$ cat src/rtl/clk_gen_pkg.sv
// Shared constants, types and helpers for the parameterised clock divider.
// Imported by clk_gen_param and clk_glitchfree_mux.
package clk_gen_pkg;

  localparam int N_STAGES_MAX = 8;

  // Stage selected out of reset: the slowest divided clock.
  localparam int RST_SEL_FROM_TOP = 1;

  typedef struct packed {
    logic adv;
    logic clr;
    logic at_zero;
  } mux_ctrl_t;

  function automatic int sel_w(input int n);
    return (n <= 1) ? 1 : $clog2(n);
  endfunction

  function automatic int rst_sel(input int n);
    return n - RST_SEL_FROM_TOP;
  endfunction

endpackage

$ cat src/rtl/clk_glitchfree_mux.sv
// Selects one divided clock; the select only changes while all clocks are low,
// so clk_out never produces a runt high or low phase.
module clk_glitchfree_mux
  import clk_gen_pkg::*;
#(
  parameter int N_STAGES = 5,
  parameter int SEL_W    = sel_w(N_STAGES)
) (
  input  logic                clk_32f,
  input  logic                reset,
  input  mux_ctrl_t           ctrl,
  input  logic [N_STAGES-1:0] cnt_d,
  input  logic [SEL_W-1:0]    clk_sel,
  output logic                clk_out
);

  localparam logic [SEL_W:0]   N_LIM   = (SEL_W+1)'(N_STAGES);
  localparam logic [SEL_W-1:0] SEL_RST = SEL_W'(rst_sel(N_STAGES));

  logic [SEL_W-1:0] sel_pend_q;
  logic [SEL_W-1:0] sel_pend_d;
  logic [SEL_W-1:0] sel_active_q;
  logic [SEL_W-1:0] sel_active_d;
  logic             clk_out_q;
  logic             clk_out_d;
  logic             sel_ok;

  assign sel_ok = ({1'b0, clk_sel} < N_LIM);

  always_comb begin
    sel_pend_d = sel_pend_q;
    if (sel_ok) begin
      sel_pend_d = clk_sel;
    end
  end

  // Switch only on the edge leaving cnt=0, where every clock rises together.
  always_comb begin
    sel_active_d = sel_active_q;
    if (ctrl.adv && ctrl.at_zero) begin
      sel_active_d = sel_pend_q;
    end
  end

  always_comb begin
    clk_out_d = 1'b0;
    if (!ctrl.clr) begin
      clk_out_d = cnt_d[sel_active_d];
    end
  end

  always_ff @(posedge clk_32f) begin
    if (!reset) begin
      sel_pend_q   <= SEL_RST;
      sel_active_q <= SEL_RST;
      clk_out_q    <= 1'b0;
    end else begin
      sel_pend_q   <= sel_pend_d;
      sel_active_q <= sel_active_d;
      clk_out_q    <= clk_out_d;
    end
  end

  assign clk_out = clk_out_q;

endmodule

$ cat src/rtl/clk_gen_param.sv
// Down-counter clock divider: bit k of the counter is a clock of period
// 2^(k+1) base cycles, with registered rise strobes and a lock flag.
module clk_gen_param
  import clk_gen_pkg::*;
#(
  parameter int N_STAGES = 5,
  parameter int SEL_W    = sel_w(N_STAGES)
) (
  input  logic                clk_32f,
  input  logic                reset,
  input  logic                enable,
  input  logic                sync_clear,
  input  logic [SEL_W-1:0]    clk_sel,
  output logic [N_STAGES-1:0] clk_div,
  output logic [N_STAGES-1:0] rise_stb,
  output logic                clk_out,
  output logic                locked
);

  localparam logic [N_STAGES-1:0] ONE = N_STAGES'(1);

  logic [N_STAGES-1:0] cnt_q;
  logic [N_STAGES-1:0] cnt_d;
  logic [N_STAGES-1:0] rise_q;
  logic [N_STAGES-1:0] rise_d;
  logic                locked_q;
  logic                locked_d;
  mux_ctrl_t           ctrl;

  always_comb begin
    cnt_d    = cnt_q;
    rise_d   = '0;
    locked_d = locked_q;
    if (sync_clear) begin
      cnt_d    = '0;
      locked_d = 1'b0;
    end else if (enable) begin
      cnt_d  = cnt_q - ONE;
      rise_d = cnt_d & ~cnt_q;
      // The 1->0 step closes the first full period of the slowest clock.
      if (cnt_q == ONE) begin
        locked_d = 1'b1;
      end
    end
  end

  always_comb begin
    ctrl.clr     = sync_clear;
    ctrl.adv     = enable & ~sync_clear;
    ctrl.at_zero = (cnt_q == '0);
  end

  always_ff @(posedge clk_32f) begin
    if (!reset) begin
      cnt_q    <= '0;
      rise_q   <= '0;
      locked_q <= 1'b0;
    end else begin
      cnt_q    <= cnt_d;
      rise_q   <= rise_d;
      locked_q <= locked_d;
    end
  end

  clk_glitchfree_mux #(
    .N_STAGES (N_STAGES),
    .SEL_W    (SEL_W)
  ) u_mux (
    .clk_32f (clk_32f),
    .reset   (reset),
    .ctrl    (ctrl),
    .cnt_d   (cnt_d),
    .clk_sel (clk_sel),
    .clk_out (clk_out)
  );

  assign clk_div  = cnt_q;
  assign rise_stb = rise_q;
  assign locked   = locked_q;

endmodule
$ cat config.mk
export PLATFORM = sky130hd
export DESIGN_NAME = clk_gen_param
export DESIGN_NICKNAME = d
export VERILOG_FILES = /design/src/rtl/clk_gen_pkg.sv /design/src/rtl/clk_glitchfree_mux.sv /design/src/rtl/clk_gen_param.sv
export SDC_FILE = /design/constraint.sdc
export NUM_CORES = 1
export LEC_CHECK = 0
export CORE_MARGIN = 4
export CORE_UTILIZATION = 48
export CTS_CLUSTER_DIAMETER = 120
export DETAILED_ROUTE_END_ITERATION = 6
export GPL_TIMING_DRIVEN = 0
export PLACE_DENSITY = 0.76
export SLEW_MARGIN = 20
export SYNTH_ARGS = -nofsm -noshare
export SYNTH_HDL_FRONTEND = slang
export SYNTH_SLANG_ARGS = --single-unit
$ cat constraint.sdc
create_clock -name clk_32f -period 2 [get_ports clk_32f]
set_clock_uncertainty 0.1 [all_clocks]
set_input_delay 0.3 -clock clk_32f [delete_from_list [all_inputs] [get_ports clk_32f]]
set_output_delay 0.3 -clock clk_32f [all_outputs]
set_load 0.005 [all_outputs]
# ---- Word level (Yosys, flattened, before mapping)
# Index checks and enable logic that the tools add are counted.
dict set report op_classes {
  add_sub_neg 1
  multipliers 0
  div 0
  n_lt_le_gt_ge 2
  eq_ne 1
  shift 0
  n_mux 5
  n_bitwise 6
  reduce_logical 5
}
# cell n
set op_table {}
lappend op_table {{5-bit two-way mux} 2}
lappend op_table {{5-bit AND} 1}
lappend op_table {{5-bit by 1-bit == test with 1-bit output, second input constant} 1}
lappend op_table {{5-bit zero test} 1}
lappend op_table {{5-bit inverter} 1}
lappend op_table {{5-bit by 1-bit subtractor with 5-bit output, second input constant} 1}
lappend op_table {{3-bit by 4-bit < comparator with 1-bit output, second input constant} 1}
lappend op_table {{1-bit binary-select mux with 3-bit select} 1}
lappend op_table {{3-bit < comparator, second input constant} 1}
lappend op_table {{3-bit two-way mux} 1}
lappend op_table {{1-bit inverter} 3}
lappend op_table {{3-bit OR reduction} 1}
lappend op_table {{2-bit AND reduction} 1}
lappend op_table {{2-bit OR reduction} 1}
lappend op_table {{1-bit AND} 1}
lappend op_table {{1-bit logical AND} 1}
lappend op_table {{1-bit two-way mux} 1}
dict set report word_totals {
  regBits 18
  latch_bits 0
  ramBits 0
  romBits 0
  input_bits 7
  out_inout_bits 12
  word_cells 26
  memories 0
}

# ---- Longest topological paths before layout
# Gate-level depths: netlist of run 1.
dict set report depth {
  depth_word 6
  ltp_mapped 9
  depth_no_buf 9
}

# ---- Hierarchy
# A second synthesis of run 1 with hierarchy kept.
dict set report hier_totals {
  hier_cells 95
  hier_area_um2 904.6
}
# module n_inst cells_each area_each_um2 seq_area_each_um2
set by_module_without_submodules {}
lappend by_module_without_submodules {clk_gen_param 1 53 549.3 220.2}
lappend by_module_without_submodules {clk_glitchfree_mux 1 42 355.3 140.1}

# ---- Worst setup path before layout of run 1
# No wires, ideal clock.
dict set report synth_timing {
  kind {flip-flop to flip-flop}
  from {reg cnt_q[0] (netlist: clk_div[0])}
  to {reg u_mux.clk_out_q (netlist: u_mux.clk_out)}
  setup_time_ps 96
  arrival_ps 1698
  t_required_ps 1804
  setup_slack_ps 107
  path_stages_with_launch 10
  path_buffers 0
  synth_period_minus_slack_ps 1893
  cell_sequence {dfxtp_1 > inv_1 > ha_1 > nor2b_4 > and2_1 > ha_1 > mux2_2 > nor2_1 > o21ai_1 > o41ai_2}
}
dict set report synth_via {
  elab_chain_len 5
  word_cells_on_any_way 8
  classes_between {add/sub (1); mux (5); reduce/logical (2)}
}
# item line
set synth_rtl {}
lappend synth_rtl {{from (decl)} clk_gen_param.sv:22} ;# logic [N_STAGES-1:0] cnt_q;
lappend synth_rtl {{from (signal assigned)} clk_gen_param.sv:59} ;# cnt_q <= cnt_d;
lappend synth_rtl {{5-bit by 1-bit subtractor with 5-bit output or 5-bit zero test (tied branches)} {clk_gen_param.sv:38, clk_gen_param.sv:50}}
lappend synth_rtl {{5-bit two-way mux or 1-bit logical AND (tied branches)} {clk_gen_param.sv:37, clk_glitchfree_mux.sv:40}}
lappend synth_rtl {{5-bit two-way mux or 3-bit two-way mux (tied branches)} {clk_gen_param.sv:34, clk_glitchfree_mux.sv:40}}
lappend synth_rtl {{1-bit binary-select mux with 3-bit select (*)} clk_glitchfree_mux.sv:48} ;# clk_out_d = cnt_d[sel_active_d];
lappend synth_rtl {{1-bit two-way mux (implied by the code) (*)} clk_glitchfree_mux.sv:48}
lappend synth_rtl {{to (signal assigned)} clk_glitchfree_mux.sv:60} ;# clk_out_q <= clk_out_d;
lappend synth_rtl {{to (decl)} clk_glitchfree_mux.sv:24} ;# logic clk_out_q;
# Every way passes the cells marked *; elsewhere a longest branch is shown, timed or not. The select of a mux whose other input is x is not followed.
# A chain may end at the register's enable or synchronous reset.

# ---- Worst setup path after layout of run 1
# Same ends and word-level chain as after synthesis.

==> results of run 1 <==
where the power goes:
| part | switching (mW) | internal, mW | leakage [nW] | total, mW |
|---|---|---|---|---|
| logic | 0.0657 | 0.0842 | 0.332 | 0.150 |
| clock network | 0.110 | 0.111 | 0.0210 | 0.221 |
| registers | 0.0161 | 0.375 | 0.148 | 0.391 |
| total | 0.191 | 0.571 | 0.502 | 0.762 |
repair_timing:
action,CTS,global route
setup endpoints to repair,1,1
resized for setup,2,8
setup buffers,1,2
pin swaps,0,2
final cells by class:
type	instances	area (um^2)	share of cell area (%)
Timing Repair Buffer	21	205	17.6
Multi-Input combinational cell	63	487	41.7
Sequential cell	18	365	31.3
Tap cell	25	31.3	2.68
Clock buffer	4	36.3	3.11
Buffer	1	12.5	1.07
Inverter	8	30.0	2.57
metal layers:
metal / up-vias / wire (um) / share of wire (%)
li1: 362 / - / -
met2: 27 / 777 / 48
met1: 318 / 725 / 44
met3: 2 / 116 / 7.1
met4: 0 / 14 / 0.86
met5: - / 0 / 0
cells in the mapped netlist (2+ instances only):
cell,n,area (um^2)
sky130_fd_sc_hd__and2_1,2,12.5
sky130_fd_sc_hd__and3_1,5,31.3
sky130_fd_sc_hd__a31oi_1,2,12.5
sky130_fd_sc_hd__ha_1,5,62.6
sky130_fd_sc_hd__o21ai_1,3,15.0
sky130_fd_sc_hd__nor2b_1,4,25.0
sky130_fd_sc_hd__nor2_1,12,45.0
sky130_fd_sc_hd__dfxtp_1,18,360
sky130_fd_sc_hd__inv_1,8,30.0
sky130_fd_sc_hd__o21ai_0,2,10.0
sky130_fd_sc_hd__nand2_1,3,11.3
sky130_fd_sc_hd__nor3_1,2,10.0
sky130_fd_sc_hd__mux2_2,2,22.5
sky130_fd_sc_hd__mux2i_1,4,40.0
sky130_fd_sc_hd__a21oi_1,4,20.0
placed cells by master (no fill, tap or decap), types with 4 or more instances in the layout:
| cell type | Yosys | final |
|---|---|---|
| sky130_fd_sc_hd__a21oi_1 | 4 | 4 |
| sky130_fd_sc_hd__and3_1 | 5 | 5 |
| sky130_fd_sc_hd__clkdlybuf4s50_1 | 0 | 17 |
| sky130_fd_sc_hd__dfxtp_1 | 18 | 16 |
| sky130_fd_sc_hd__ha_1 | 5 | 4 |
| sky130_fd_sc_hd__inv_1 | 8 | 8 |
| sky130_fd_sc_hd__nor2_1 | 12 | 11 |
| sky130_fd_sc_hd__nor2b_1 | 4 | 4 |
registers in the layout, summed over array words and instances, names as in the netlist:
signal / count
clk_div: 5
locked: 1
rise_stb: 5
u_mux.clk_out: 1
u_mux.sel_active_q: 3
u_mux.sel_pend_q: 3
stage by stage:
stage / setup TNS [ns] / cell area [um^2] / hold WS (ns)
global placement: -0.226 / 1070 / 0.359
finish: 0 / 1170 / 0.342
global route: 0 / 1170 / 0.366
detailed placement: -0.235 / 1070 / 0.366
floorplan: 0 / 860 / 0.262
CTS: 0 / 1120 / 0.390
worst max-delay path, stage by stage, from the launching register on:
cell,delay (ns)
sky130_fd_sc_hd__dfxtp_4,0.38
sky130_fd_sc_hd__inv_1,0.05
sky130_fd_sc_hd__ha_2,0.19
sky130_fd_sc_hd__nor2b_4,0.13
sky130_fd_sc_hd__and2_1,0.15
sky130_fd_sc_hd__ha_1,0.26
sky130_fd_sc_hd__mux2_2,0.27
sky130_fd_sc_hd__nor2_2,0.10
sky130_fd_sc_hd__o21ai_1,0.09
sky130_fd_sc_hd__o41ai_2,0.06
logic make-up after synthesis:
logic type      after synthesis
compound gates               16
xor+xnor                      1
fa+ha+maj                     5
buf+inv                       9
flops                        18
mux                           6
simple gates                 35
worst paths after layout:
| check | from | to | depth (start not counted) |
|---|---|---|---|
| setup / recovery | clk_div[0] | u_mux.clk_out | 9 |
| setup reg to reg | clk_div[0] | u_mux.clk_out | 9 |
| hold / removal | enable | clk_div[1] | 3 |
| hold reg to reg | locked | locked | 2 |
==> run summary, run 1 <==
run status = finished, final reports clean
capturing element type of the critical path = flip-flop
met3 routing resource usage after global routing = 5.93%
register clock-pin slew on the reported worst setup and hold paths = 0.10 ns
die span in y = 50.3 um
CP Launch Type = flip-flop
number of input and output port buffers inserted = 18
Leakage Power = 0.502 nW
xor/xnor share of the synthesized area = 1.02%
Setup Slack @ Placement = -0.235 ns
CP required = 2.10 ns
Final Max Tran Viols = 0
CTS tree = built
type of the worst setup path = reg2reg
initial core utilization = 50.3%
post-detailed-routing wire length = 1630 um
drt via density = 5.06
R2R Setup Slk = 0.11 ns
half-perimeter wire length after placement = 1240 um
# nets final = 128
fraction of final layout cells with drive strength greater than 1 = 19.1%
GRT Util Overall = 14.7%
clock insertion delay at the later pin of the skew report = 0.29 ns
largest net degree at the start of global routing = 11
cell at the root of the clock tree = sky130_fd_sc_hd__clkbuf_4
Row Count = 15
Synth Net Count = 102
final std cells w/o fill = 140
top_reg_cell synth = sky130_fd_sc_hd__dfxtp_1
PD cells = 653 nW/um^2
Critical Path Fanout Max = 5
number of optimization iterations in the first detailed-route pass = 4
Slew Limit Headroom = 76.1%
Clock H-tree levels = 1
share of the clock period used by the worst path after layout = 94.5%
peak supply drop = 0.000507 V
maximum frequency from static timing analysis = 529 MHz
clock net sink count = 18
antenna viol nets, final = 0
antenna violations before repair = 0
vias in the first global route = 695
main combinational cell family by area after synthesis = simple AND/OR/NAND/NOR gates
area of the core = 1710 um^2
top-level I/O count = 19
Yosys reg bits = 18
combined area of all synthesized cells = 860 um^2
final antenna diode count = 0
unrepaired setup endpoints after global routing = no
Worst EP arrival = 1.98 ns
die area = 2530 um^2
via count = 709
fin util = 68.4%
max-capacitance violation count = 0
post-synthesis mux area share = 7.28%
final worst path period need = 1.89 ns
Worst Max-Slew Pin Slew = 0.358 ns
global-route wire length before repair = 2860 um
routed length per instance = 11.7 um
number of enable flip-flop cells after synthesis = 0
placed cell count = 133
sequential-to-total area share from yosys stat = 41.9%
met1 global-route usage = 16.5%
post-synthesis adder-cell area fraction = 7.28%
proportion of synthesized flip-flops having asynchronous set or reset = 0%
drc violations = 0
Most Crowded Layer GR = met2
Filler Cells Inserted = 132
Compound-Gate Fraction of Synth Area = 12.5%
GR Layer Usage met2 = 24.1%
final hold violations = 0
smallest setup slack after layout = 0.111 ns
Hold-fix buffers, CTS = 0
path type of the worst min-delay path = in2reg
simple logic cell fraction of the synthesized area = 25.0%
total overflow reported by the global router = 0
largest buffer count on any clock path = 2
Synthesis Warnings = 0
Die Span X = 50.3 um
post-layout total power = 762 uW
number of buffers added by the clock tree synthesis step = 3
average footprint of a synthesized cell = 9.55 um^2
routability cong. = 0.853
count of cell types in the netlist = 29
Synth Instances = 90
final count of negative-setup-slack endpoints = 0
DR iter-0 viols = 9
layout overhead on the synthesized area = 35.8%
No activity file was read; power rests on OpenSTA's default activity.
==> run 2: changes to the inputs <==
--- a/config.mk
+++ b/config.mk
@@ -6,12 +6,11 @@
 export NUM_CORES = 1
 export LEC_CHECK = 0
 export CORE_MARGIN = 4
-export CORE_UTILIZATION = 48
+export CORE_UTILIZATION = 50
 export CTS_CLUSTER_DIAMETER = 120
 export DETAILED_ROUTE_END_ITERATION = 6
 export GPL_TIMING_DRIVEN = 0
-export PLACE_DENSITY = 0.76
-export SLEW_MARGIN = 20
+export PLACE_DENSITY = 0.79
 export SYNTH_ARGS = -nofsm -noshare
 export SYNTH_HDL_FRONTEND = slang
 export SYNTH_SLANG_ARGS = --single-unit
==> constraint.sdc (replaced) <==
create_clock -name clk_32f -period 2.3 [get_ports clk_32f]
set_clock_uncertainty 0.1 [all_clocks]
set_input_delay 0.345 -clock clk_32f [delete_from_list [all_inputs] [get_ports clk_32f]]
set_output_delay 0.345 -clock clk_32f [all_outputs]
set_load 0.005 [all_outputs]
==> run 2 against run 1 <==
Final cell count is 8.6% lower. Highest routed layer unchanged. Combinational power shrank 19%. Utilization grew 2.0 points. Global-route usage grew 0.66 points. Critical path type unchanged. Critical endpoint unchanged. Largest cell class unchanged.
==> run summary, run 2 (same netlist as run 1, synthesis figures left out) <==
Leakage Power = 0.479 nW (-4.4%)
initial core utilization = 55.1% (+4.8 points)
GRT Util Overall = 15.3% (+0.66 points)
fin util = 70.3% (+2.0 points)
Total Neg Setup Slack = 0 ns (unchanged)
routability cong. = 0.861 (+0.89%)
buffer count from post-CTS setup fixing = 0 (-1)
number of optimization iterations in the first detailed-route pass = 4 (unchanged)
layout overhead on the synthesized area = 27.5%
vias in the first global route = 676 (-2.7%)
CP required = 2.39 ns (+0.29 ns)
switching power = 163 uW (-15%)
R2R depth = 9 (unchanged)
die span in y = 49.5 um (-1.7%)
total routed wire length on the met1 layer = 733 um (+1.1%)
number of buffers added by the clock tree synthesis step = 3 (unchanged)
ordered list of cells on the worst path = inv_1 -> ha_1 -> nor2b_4 -> and2_1 -> ha_1 -> mux2_2 -> nor2_1 -> o21ai_1 -> o41ai_2
Die Span X = 49.5 um (-1.7%)
post-layout total power = 653 uW (-14%)
Worst path top cell family by delay = adder cells
capturing element type of the critical path = flip-flop
internal portion of total power = 490 uW (-14%)
Filler Cells Inserted = 124 (-6.1%)
largest net degree at the start of global routing = 11 (unchanged)
run status = finished, final reports clean
clock insertion delay at the later pin of the skew report = 0.29 ns (about the same)
final worst path period need = 2.09 ns (+0.201 ns)
drt via density = 5.23 (+3.2%)
antenna violations before repair = 0 (unchanged)
wire length on met3 = 60 um (-48%)
share of the clock period used by the worst path after layout = 90.9% (-3.6 points)
cell at the root of the clock tree = sky130_fd_sc_hd__clkbuf_4
routed length per instance = 12.9 um (+11%)
Clock H-tree levels = 1 (unchanged)
largest buffer count on any clock path = 2 (unchanged)
clock network power share = 29.4% (+0.4 points)
global-route wire length before repair = 2910 um (+1.7%)
Critical Path Fanout Max = 6 (+1)
type of the worst setup path = reg2reg
number of buffers and inverters on the critical path = 1 (unchanged)
Worst EP arrival = 2.18 ns (+0.20 ns)
drc violations = 0 (unchanged)
switch share = 25.0% (-0.13 points)
register clock-pin slew on the reported worst setup and hold paths = 0.10 ns (about the same)
DR iter-0 viols = 9 (unchanged)
area of the core = 1560 um^2 (-8.7%)
R2R Path End = u_mux.clk_out
max-capacitance violation count = 0 (unchanged)
critical path depth in cells = 9 (unchanged)
via count = 669 (-5.6%)
Top Layer Used = met4
fraction of final layout cells with drive strength greater than 1 = 10.7% (-8.4 points)
# nets final = 125 (-2.3%)
Worst Max-Slew Pin Slew = 0.359 ns (+0.00161 ns)
die area = 2450 um^2 (-3.4%)
most used cell, CP = sky130_fd_sc_hd__ha_1
capture point of the worst path = u_mux.clk_out
R2R Setup Slk = 0.21 ns (+0.10 ns)
slowest stage cell on the critical path = sky130_fd_sc_hd__dfxtp_1
final antenna diode count = 0 (unchanged)
Final Max Tran Viols = 0 (unchanged)
top-level I/O count = 19 (unchanged)
Slew Limit Headroom = 76.0% (-0.11 points)
clock net sink count = 18 (unchanged)
post_cts resized = 0 (-2)
final count of negative-setup-slack endpoints = 0 (unchanged)
peak supply drop = 0.000367 V (-27%)
largest incremental delay on the critical path = 0.44 ns (+0.06 ns)
post-detailed-routing wire length = 1650 um (+1.0%)
CP Launch Type = flip-flop
antenna viol nets, final = 0 (unchanged)
unrepaired setup endpoints after global routing = no
Hold-fix buffers, CTS = 0 (unchanged)
combinational cell fraction of total power = 18.5% (-1.2 points)
placed cell count = 124 (-6.8%)
half-perimeter wire length after placement = 1320 um (+6.7%)
CP startpoint = clk_div[0]
number of input and output port buffers inserted = 18 (unchanged)
met2 WL post-DR = 830 um (+6.8%)
final std cells w/o fill = 128 (-8.6%)
total overflow reported by the global router = 0 (unchanged)
CTS tree = built
final hold violations = 0 (unchanged)
share of total power in sequential cells = 52.1% (+0.7 points)
launching point of the worst reg2reg path = clk_div[0]
PD cells = 596 nW/um^2 (-8.8%)
Row Count = 14 (-1)
path type of the worst min-delay path = reg2reg
maximum frequency from static timing analysis = 479 MHz (-9.6%)
most frequent cells in the layout = 18 x sky130_fd_sc_hd__dfxtp_1, 18 x sky130_fd_sc_hd__clkdlybuf4s50_1, 12 x sky130_fd_sc_hd__nor2_1
run 2: power by group through the flow:
stage	clock network (mW)	logic (mW)	registers [mW]
final	0.192	0.121	0.340
after global routing	0.212	0.137	0.343
after CTS	0.197	0.122	0.340
after detailed placement	0	0.122	0.347
after global placement	0	0.118	0.347
after floorplan	0	0.0711	0.346
run 2: worst reg2reg max path, stage by stage, from the launching register on:
cell	delay (ns)
sky130_fd_sc_hd__dfxtp_1	0.44
sky130_fd_sc_hd__inv_1	0.08
sky130_fd_sc_hd__ha_1	0.24
sky130_fd_sc_hd__nor2b_4	0.16
sky130_fd_sc_hd__and2_1	0.16
sky130_fd_sc_hd__ha_1	0.26
sky130_fd_sc_hd__mux2_2	0.26
sky130_fd_sc_hd__nor2_1	0.12
sky130_fd_sc_hd__o21ai_1	0.10
sky130_fd_sc_hd__o41ai_2	0.07
run 2: worst min path at each step:
stage	slack (ns)	startpoint	endpoint	depth (start not counted)
2_1_floorplan	0.31	reset	u_mux.sel_active_q[2]	1
3_3_place_gp	0.36	locked	locked	2
3_5_place_dp	0.37	locked	locked	2
4_1_cts	0.40	locked	locked	2
5_1_grt	0.43	locked	locked	2
6_report	0.39	locked	locked	2
run 2: area by class of cell:
type / instances / area, um^2 / area share (%)
clock buffers: 4 / 36.3 / 3.31
multi-input cells: 63 / 457 / 41.7
flip-flops and latches: 18 / 360 / 32.9
repair buffers: 18 / 180 / 16.4
well taps: 16 / 20.0 / 1.83
inverters: 8 / 30.0 / 2.74
plain buffers: 1 / 12.5 / 1.14
run 2: metal layers:
| metal | track usage [%] | vias up |
|---|---|---|
| met3 | 3.01 | 4 |
| li1 | - | 355 |
| met4 | 6.91 | 0 |
| met5 | 0 | - |
| met1 | 18.6 | 297 |
| met2 | 26.1 | 13 |
run 2: stage by stage:
stage               instance area (um^2)  hold slack [ns]  setup WS (ns)
floorplan                            860            0.307          0.407
global placement                    1060            0.357         0.0201
detailed placement                  1060            0.374        0.00696
CTS                                 1100            0.398          0.167
global route                        1100            0.425         0.0457
finish                              1100            0.386          0.210
